## config.mk

```make
export PLATFORM = sky130hd
export DESIGN_NAME = alu_mul_sequencer
export DESIGN_NICKNAME = d
export VERILOG_FILES = /design/src/rtl/alu_mul_sequencer_pkg.sv /design/src/rtl/alu_mul_sequencer.sv
export SDC_FILE = /design/constraint.sdc
export NUM_CORES = 1
export LEC_CHECK = 0
export ABC_AREA = 1
export ABC_CLOCK_PERIOD_IN_PS = 1390
export CORE_AREA = 4 4 122 124
export CTS_CLUSTER_SIZE = 24
export DETAILED_ROUTE_END_ITERATION = 8
export DIE_AREA = 0 0 126 128
export PLACE_DENSITY_LB_ADDON = 0.25
export SYNTH_ARGS = -nofsm -noshare
export SYNTH_HDL_FRONTEND = slang
export SYNTH_SLANG_ARGS = --single-unit
```

## constraint.sdc

```tcl
create_clock -name Clock -period 1.39 [get_ports Clock]
set_clock_uncertainty 0.1 [all_clocks]
set_input_delay 0.2085 -clock Clock [delete_from_list [all_inputs] [get_ports Clock]]
set_output_delay 0.2085 -clock Clock [all_outputs]
set_load 0.01 [all_outputs]
```

## src/rtl/alu_mul_sequencer_pkg.sv

```systemverilog
// Shared definitions for the shift-add multiplier sequencer: FSM states,
// ALU function-select codes and ALU flag bit positions.
package alu_mul_sequencer_pkg;

    typedef enum logic [2:0] {
        ST_IDLE,
        ST_EVAL,
        ST_ADD,
        ST_SHMC,
        ST_SHMP,
        ST_DONE
    } state_t;

    localparam logic [3:0] FUN_ADD = 4'b0100;
    localparam logic [3:0] FUN_LSL = 4'b1011;
    localparam logic [3:0] FUN_LSR = 4'b1100;

    localparam int FLAG_Z = 3;
    localparam int FLAG_C = 2;
    localparam int FLAG_N = 1;
    localparam int FLAG_O = 0;

    function automatic logic [4:0] width_count(input logic w16);
        return w16 ? 5'd16 : 5'd8;
    endfunction

endpackage

```

## src/rtl/alu_mul_sequencer.sv

```systemverilog
// Shift-add multiplier that borrows an external ALU for every add and shift.
// Build option MULSEQ_EARLY_EXIT_EN: finish as soon as no multiplier bits remain.
module alu_mul_sequencer
    import alu_mul_sequencer_pkg::*;
(
    input  logic        Clock,
    input  logic        Reset,
    input  logic        Start,
    input  logic        Width16,
    input  logic [15:0] Multiplicand,
    input  logic [15:0] Multiplier,
    output logic        Busy,
    output logic        Done,
    output logic [15:0] Product,
    output logic        Overflow,
    output logic [15:0] AluA,
    output logic [15:0] AluB,
    output logic [4:0]  AluFunSel,
    output logic        AluWF,
    input  logic [15:0] AluOut,
    input  logic [3:0]  AluFlags
);

    state_t      state_reg, state_next;
    logic [15:0] acc_reg, acc_next;
    logic [15:0] mcand_reg, mcand_next;
    logic [15:0] mplier_reg, mplier_next;
    logic [15:0] product_reg, product_next;
    logic [4:0]  count_reg, count_next;
    logic        w16_reg, w16_next;
    logic        overflow_reg, overflow_next;
    logic        prev_add_reg, prev_add_next;
    logic [15:0] width_mask;
    logic [15:0] alu_out_masked;
    logic        iter_done;
    logic        unused_flags;

    assign unused_flags = ^{AluFlags[FLAG_Z], AluFlags[FLAG_N], AluFlags[FLAG_O]};

    always_ff @(posedge Clock or negedge Reset) begin
        if (!Reset) begin
            state_reg <= ST_IDLE;
        end else begin
            state_reg <= state_next;
        end
    end

    always_ff @(posedge Clock or negedge Reset) begin
        if (!Reset) begin
            acc_reg      <= 16'h0000;
            mcand_reg    <= 16'h0000;
            mplier_reg   <= 16'h0000;
            product_reg  <= 16'h0000;
            count_reg    <= 5'd0;
            w16_reg      <= 1'b0;
            overflow_reg <= 1'b0;
            prev_add_reg <= 1'b0;
        end else begin
            acc_reg      <= acc_next;
            mcand_reg    <= mcand_next;
            mplier_reg   <= mplier_next;
            product_reg  <= product_next;
            count_reg    <= count_next;
            w16_reg      <= w16_next;
            overflow_reg <= overflow_next;
            prev_add_reg <= prev_add_next;
        end
    end

    // ALU results are clipped to the active width so an 8-bit run never leaks upper bits.
    assign width_mask     = w16_reg ? 16'hFFFF : 16'h00FF;
    assign alu_out_masked = AluOut & width_mask;

    always_comb begin
        state_next    = state_reg;
        acc_next      = acc_reg;
        mcand_next    = mcand_reg;
        mplier_next   = mplier_reg;
        product_next  = product_reg;
        count_next    = count_reg;
        w16_next      = w16_reg;
        overflow_next = overflow_reg;
        prev_add_next = (state_reg == ST_ADD);
        AluA          = 16'h0000;
        AluB          = 16'h0000;
        AluFunSel     = 5'b00000;
        AluWF         = 1'b0;
`ifdef MULSEQ_EARLY_EXIT_EN
        iter_done     = (count_reg == width_count(w16_reg)) || (mplier_reg == 16'h0000);
`else
        iter_done     = (count_reg == width_count(w16_reg));
`endif

        case (state_reg)
            ST_IDLE: begin
                if (Start) begin
                    acc_next      = 16'h0000;
                    count_next    = 5'd0;
                    overflow_next = 1'b0;
                    w16_next      = Width16;
                    mcand_next    = Width16 ? Multiplicand : {8'h00, Multiplicand[7:0]};
                    mplier_next   = Width16 ? Multiplier : {8'h00, Multiplier[7:0]};
                    state_next    = ST_EVAL;
                end
            end
            ST_EVAL: begin
                if (iter_done) begin
                    // Load on entry to DONE so Product is already valid while Done is high.
                    product_next = acc_reg & width_mask;
                    state_next   = ST_DONE;
                end else if (mplier_reg[0]) begin
                    state_next = ST_ADD;
                end else begin
                    state_next = ST_SHMC;
                end
            end
            ST_ADD: begin
                AluA       = acc_reg;
                AluB       = mcand_reg;
                AluFunSel  = {w16_reg, FUN_ADD};
                AluWF      = 1'b1;
                acc_next   = alu_out_masked;
                state_next = ST_SHMC;
            end
            ST_SHMC: begin
                AluA       = mcand_reg;
                AluFunSel  = {w16_reg, FUN_LSL};
                AluWF      = 1'b1;
                mcand_next = alu_out_masked;
                // Flags here still describe the add of the previous cycle.
                if (prev_add_reg && AluFlags[FLAG_C]) begin
                    overflow_next = 1'b1;
                end
                state_next = ST_SHMP;
            end
            ST_SHMP: begin
                AluA        = mplier_reg;
                AluFunSel   = {w16_reg, FUN_LSR};
                AluWF       = 1'b1;
                mplier_next = alu_out_masked;
                count_next  = count_reg + 5'd1;
                // A multiplicand bit just fell off while higher multiplier bits remain.
                if (AluFlags[FLAG_C] && (alu_out_masked != 16'h0000)) begin
                    overflow_next = 1'b1;
                end
                state_next = ST_EVAL;
            end
            ST_DONE: begin
                state_next = ST_IDLE;
            end
            default: begin
                state_next = ST_IDLE;
            end
        endcase
    end

    assign Busy     = (state_reg != ST_IDLE);
    assign Done     = (state_reg == ST_DONE);
    assign Product  = product_reg;
    assign Overflow = overflow_reg;

endmodule

```

Word level (Yosys, flattened, before mapping) --
Cells that the tools add are included.
Word-level totals: word-level logic and storage cells 61, output and inout port bits 57, flip-flop bits (word level) 75, memories 0, bits in writable memories 0, latch bits 0, ROM bits 0
Operators by class: eq/ne operators 9, order comparisons 0, reduce and logical (&&, ||, !) cells 16, bitwise logic cells 2, divide/modulo/power cells 0, multipliers 0, multiplexer cells 24, shifts and indexed selects 0, add/subtract/negate cells 1
Operator list (count):
- two-way mux 16 bit | 7
- one-hot mux 16 bit (2 select lines) | 3
- one-hot mux 16 bit (3 select lines) | 1
- AND 16 bit | 2
- nonzero test 16 bit | 1
- one-hot mux 3 bit (5 select lines) | 1
- one-hot mux 5 bit (3 select lines) | 1
- two-way mux 5 bit | 2
- one-hot mux 5 bit (2 select lines) | 1
- AND reduction 2 bit | 5
- equality test 3 x 2 -> 1 bit, second input constant | 2
- equality test 3 bit, second input constant | 2
- two-way mux 3 bit | 2
- != test 2 bit, second input constant | 3
- nonzero test 2 bit | 3
- nonzero test 3 bit | 2
- adder 5 x 1 -> 5 bit, second input constant | 1
- equality test 5 bit | 1
- two-way mux 1 bit | 5
- AND reduction 4 bit | 1
- equality test 3 x 1 -> 1 bit, second input constant | 1
- logical NOT 3 bit | 1
- one-hot mux 1 bit (3 select lines) | 1
- OR reduction 3 bit | 1
- logical AND 1 bit | 2

Depth between registers and ports, before layout --
depth after elaboration 6, depth in mapped cells 10, mapped depth without buffers 9

Least setup slack after synthesis --
Ideal clock, no wire load.
path type register to output, start point register state_reg[0], end point output AluFunSel[4], buffers on the path 2, arrival 1.286 ns, required time 1.082 ns, setup slack -0.204 ns, stages on the path, launching flop included 7, cells stage by stage dfrtp_1 -> nor2_4 -> nand2_4 -> buf_6 -> buf_6 -> nand2_1 -> o21a_1
Between the ends: word-level cells in the longest chain between the ends 2
Ends and longest elaborated chain:
- start, declared | RTL line alu_mul_sequencer.sv:24 | state_t state_reg, state_next;
- start signal, assigned | RTL line alu_mul_sequencer.sv:44 | state_reg <= state_next;
- equality test 3 bit / equality test 3 x 2 -> 1 bit (equally long branches) | RTL line alu_mul_sequencer.sv:94 | case (state_reg)
- one-hot mux 5 bit (3 select lines) (*) | RTL line alu_mul_sequencer.sv:94
- end, declared | RTL line alu_mul_sequencer.sv:18 | output logic [4:0] AluFunSel,
Mark *: on every way between the ends. The rest lies on a longest branch, timed or not.

Final worst setup path --
start point register state_reg[0], end point output AluB[10]
Between the ends: word-level cells in the longest chain between the ends 2
Ends and longest elaborated chain:
- equality test 3 x 2 -> 1 bit | RTL line alu_mul_sequencer.sv:94
- two-way mux 16 bit | RTL line alu_mul_sequencer.sv:94
- end, declared | RTL line alu_mul_sequencer.sv:17 | output logic [15:0] AluB,
No other way between the ends.

==> flow_results.org <==
** Die
- Row generation in the floorplan step produced 43 rows.
- The die covers 16100 um^2.
- Once the floorplan was initialized, standard cells occupied 29.7% of the core.
- Placeable core region :: 13800 um^2
- Chip width :: 126 um
- During I/O placement, the number of pins put on the boundary was 113.
- In this run the vertical extent of the chip is 128 um.

** Setup path
- On the critical path the largest part of the delay comes from buffers and inverters.
- Across all register-to-register paths, the minimum setup slack is -520 ps.
- The worst setup path is captured at an output pin.
- Worst path cell trace :: buf_4 > nor3_4 > inv_2 > buf_12 > buf_12 > nor2_2 > buf_2
- Most used cell, CP :: sky130_fd_sc_hd__buf_12
- Launching instance or port of the critical path :: state_reg[0]
- Launch point of the worst reg-to-reg path :: state_reg[0]
- STA classifies the critical path startpoint as a flop.
- Combined buffer and inverter count along the critical path :: 5
- Endpoint arrival time on the critical path :: 1680 ps
- The setup path with the least slack is of type flop to output pin.
- On the worst path, the slowest cell contributes a delay of 430 ps.
- Largest fanout on the critical path :: 17
- In this run the critical register-to-register path is captured at mplier_reg[5].
- For the worst setup path, the data required time is 1080 ps.
- Measured in cells, the most critical reg-to-reg path has a length of 12.
- Number of cells on the critical path :: 7
- Slowest-stage cell, CP :: sky130_fd_sc_hd__dfrtp_2
- Timing endpoint of the critical path :: AluB[10]

** Worst hold path
- The tightest min-delay check is of the input pin to asynchronous set/reset pin type.

** Placed design
- Final RePlAce weighted congestion :: 0.881
- Worst setup slack before clock tree synthesis :: -598 ps
- Final HPWL DP :: 9930 um
- The count of buffers added on input and output ports is 109.
- Placed Instances :: 813

** Timing
- Of the available clock period, the critical path in the final layout requires 143%.
- At the pin with the least slew margin, the transition time is 386 ps.
- The worst path in the final design needs a cycle of 1980 ps, including I/O delays and setup.
- Number of endpoints with negative hold slack in the final report :: 0
- Setup violation total in the final timing report :: 114
- Headroom to the max-slew limit came out at 74.0%.
- After layout, the worst setup slack is -594 ps.
- RSZ-0062 raised after global routing :: true
- The count of pins over their slew limit came to 0.
- Derived from the worst setup path, the maximum achievable clock frequency is 0.504 GHz.

** Status
- The flow ran to the end, but the final reports show violations.
- Failing checks :: setup timing

** Finish
- Post-layout instance count excluding filler cells :: 856
- Cells with a size suffix above 1 make up 43.6% of the layout.
- Compared with the post-synthesis result, the final layout area differs by 67.4%.
- After the last flow step, the layout net total stands at 731.
- Cells fill 49.8% of the core in the end.
- Number of diodes :: 0

** Routing
- Using the TritonRoute via totals, the vias-per-cell ratio works out to 4.75.
- Number of remaining DRC errors :: 0
- In this run, the number of DRC markers left after iteration 0 of detailed routing was 216.
- Drt first pass iters :: 4
- WL per Instance :: 16.9 um
- For this block, the via count after detailed routing is 4069.
- Final ANT Viol Nets :: 0
- The final layout contains routed wiring with a total length of 14500 um.

** Power and ir drop
- Leakage power total :: 3.22 nW
- Across the VDD grid, the largest voltage drop is 0.991 mV.
- The design draws 14.3 mW.
- Total power per unit cell area :: 2090 nW/um^2

** Yosys
- Synthesis produced a netlist with a net count of 535.
- Of all flip-flops after synthesis, the portion carrying an async set or reset was 100%.
- Syn avg cell area :: 8.59 um^2
- Number of enable flip-flop cells after synthesis :: 0
- Most frequently used flop master after synthesis :: sky130_fd_sc_hd__dfrtp_1
- Summing the sequential cell areas from Yosys gives 45.8% of the chip area.
- Yosys warning count :: 0
- Flip-flop and latch count after synthesis :: 75
- Synthesis produced a netlist whose cell count is 477.
- The synthesized netlist contains 35 unique library cells.
- The cell area that synthesis handed to floorplanning was 4100 um^2.

** Global routing
- Entering global routing, the biggest net connects 38 pins.
- The number of global-route vias before repair came to 4290.
- Global routing finished with a remaining overflow of 0.
- Initial antenna violation count :: 0
- Total Routing Usage GR :: 18.1%
- The first global-routing pass estimated 23100 um of wire.

** Run
- Across the run, the number of max-cap violations was 0.

** Clocking
- Clock root buffer :: sky130_fd_sc_hd__clkbuf_16
- Clock-pin slew on the worst setup and hold paths :: 60 ps
- Number of clock buffers inserted by TritonCTS :: 9
- The clock drives 75 sinks.
- CTS built an H-tree with a depth of 3.
- Clock tree from TritonCTS :: yes
- The longest clock path from root to sink contains 2 buffers.
- For the worst-skew pair, the clock arrives at the later sink with an insertion delay of 330 ps.
[cells by family after synthesis]
logic type	synth area share [%]
and+or+nand+nor	19.9
adders and majority gates	0.611
DFF	45.8
xor gates and xnor gates	0.214
AOI/OAI and AO/OA	22.3
buffers and inverters	11.2
[timing repair]
action | 4_1_cts | 5_1_grt
gates resized for setup | 247 | 28
cloned | 9 | 1
setup buffers | 12 | 9
setup endpoints to repair | 131 | 114
hold endpoints to repair | 38 | 0
pin swaps | 10 | 10
hold buffers | 1 | 0
[stage by stage]
step                      instance area, um^2  hold slack [ps]  setup TNS (ps)
after global placement                   6100             26.6          -38100
after floorplan                          4340             -187           -3320
after CTS                                6700              223          -40600
after global routing                     6860              262          -58760
final                                    6860              217          -51280
after detailed placement                 6100             33.3          -39960
[final cells by class]
cell class	count	area (um^2)
fill	1337	6920
multi-input combinational	313	2230
timing repair buffer	209	1960
sequential	75	1880
inverter	63	267
clock buffer	11	253
tap	180	225
timing repair inverter	2	25.0
clock inverter	3	15.0
[synthesized netlist by cell type (2+ instances only)]
cell type / number / area share, %
sky130_fd_sc_hd__a21oi_1: 4 / 0.49
sky130_fd_sc_hd__a31oi_1: 8 / 1.2
sky130_fd_sc_hd__buf_2: 13 / 1.6
sky130_fd_sc_hd__buf_4: 3 / 0.55
sky130_fd_sc_hd__buf_6: 9 / 2.5
sky130_fd_sc_hd__clkbuf_1: 3 / 0.27
sky130_fd_sc_hd__dfrtp_1: 75 / 46
sky130_fd_sc_hd__ha_1: 2 / 0.61
sky130_fd_sc_hd__inv_1: 57 / 5.2
sky130_fd_sc_hd__inv_2: 4 / 0.37
sky130_fd_sc_hd__inv_4: 2 / 0.31
sky130_fd_sc_hd__nand2_1: 118 / 11
sky130_fd_sc_hd__nand2_2: 2 / 0.31
sky130_fd_sc_hd__nand2_4: 3 / 0.82
sky130_fd_sc_hd__nand3_1: 13 / 1.6
sky130_fd_sc_hd__nand3_4: 2 / 0.86
sky130_fd_sc_hd__nor2_1: 34 / 3.1
sky130_fd_sc_hd__nor2_8: 2 / 0.98
sky130_fd_sc_hd__nor3_2: 2 / 0.49
sky130_fd_sc_hd__o21ai_0: 33 / 4.0
sky130_fd_sc_hd__o21ai_1: 7 / 0.86
sky130_fd_sc_hd__o21ai_2: 38 / 8.1
sky130_fd_sc_hd__o221ai_1: 16 / 3.4
sky130_fd_sc_hd__o22ai_1: 16 / 2.4
[layer usage]
layer  track usage, %  vias to the layer above  share of wire [%]
met2             30.7                      108                 50
met5                0                        -                  0
met1             23.6                     1973                 44
met4             5.80                        0                1.4
li1                 -                     1974                  -
met3             2.92                       14                4.7
[worst min path at each step]
stage | to | slack, ps | depth (start not counted)
after floorplan | Overflow | -190 | 0
after global placement | mplier_reg[14] | 30 | 1
after detailed placement | mplier_reg[11] | 30 | 1
after CTS | mplier_reg[11] | 220 | 2
after global routing | mplier_reg[11] | 260 | 2
final | mplier_reg[11] | 220 | 2
[where the power goes]
part	total [mW]	internal (mW)	switching, mW
logic	8.64	3.91	4.73
registers	3.56	3.08	0.478
clock network	2.14	1.28	0.869
[worst reg2reg max path, cell delays in order, from the launching register on]
cell,delay (ps)
sky130_fd_sc_hd__dfrtp_2,430
sky130_fd_sc_hd__buf_12,140
sky130_fd_sc_hd__nor2_4,130
sky130_fd_sc_hd__buf_4,120
sky130_fd_sc_hd__buf_4,100
sky130_fd_sc_hd__buf_6,110
sky130_fd_sc_hd__nand2_4,70
sky130_fd_sc_hd__nor2_8,220
sky130_fd_sc_hd__nor2_8,90
sky130_fd_sc_hd__buf_12,150
sky130_fd_sc_hd__inv_12,80
sky130_fd_sc_hd__nand2_1,60
sky130_fd_sc_hd__o21ai_2,50
[placed cells by master, fill, tap and decap left out, types with 8 or more instances in the layout]
cell type                         synthesis  layout
sky130_fd_sc_hd__inv_1                   57      56
sky130_fd_sc_hd__dfrtp_1                 75      72
sky130_fd_sc_hd__o21ai_2                 38      41
sky130_fd_sc_hd__o221ai_2                 0      11
sky130_fd_sc_hd__o22ai_2                  1       8
sky130_fd_sc_hd__nor2_2                   0      13
sky130_fd_sc_hd__nand2_1                118      95
sky130_fd_sc_hd__buf_12                   0      11
sky130_fd_sc_hd__o22ai_1                 16       9
sky130_fd_sc_hd__buf_2                   13      27
sky130_fd_sc_hd__buf_4                    3      69
sky130_fd_sc_hd__clkbuf_16                0      10
sky130_fd_sc_hd__dlygate4sd2_1            0      17
sky130_fd_sc_hd__buf_6                    9      29
sky130_fd_sc_hd__a31oi_1                  8       8
sky130_fd_sc_hd__o21ai_1                  7      10
sky130_fd_sc_hd__nand3_1                 13      12
sky130_fd_sc_hd__nor2_1                  34      16
sky130_fd_sc_hd__nand2_2                  2      22
sky130_fd_sc_hd__clkdlybuf4s50_1          0      51
sky130_fd_sc_hd__o21ai_0                 33      27
Power figures use the tool's default switching activity.
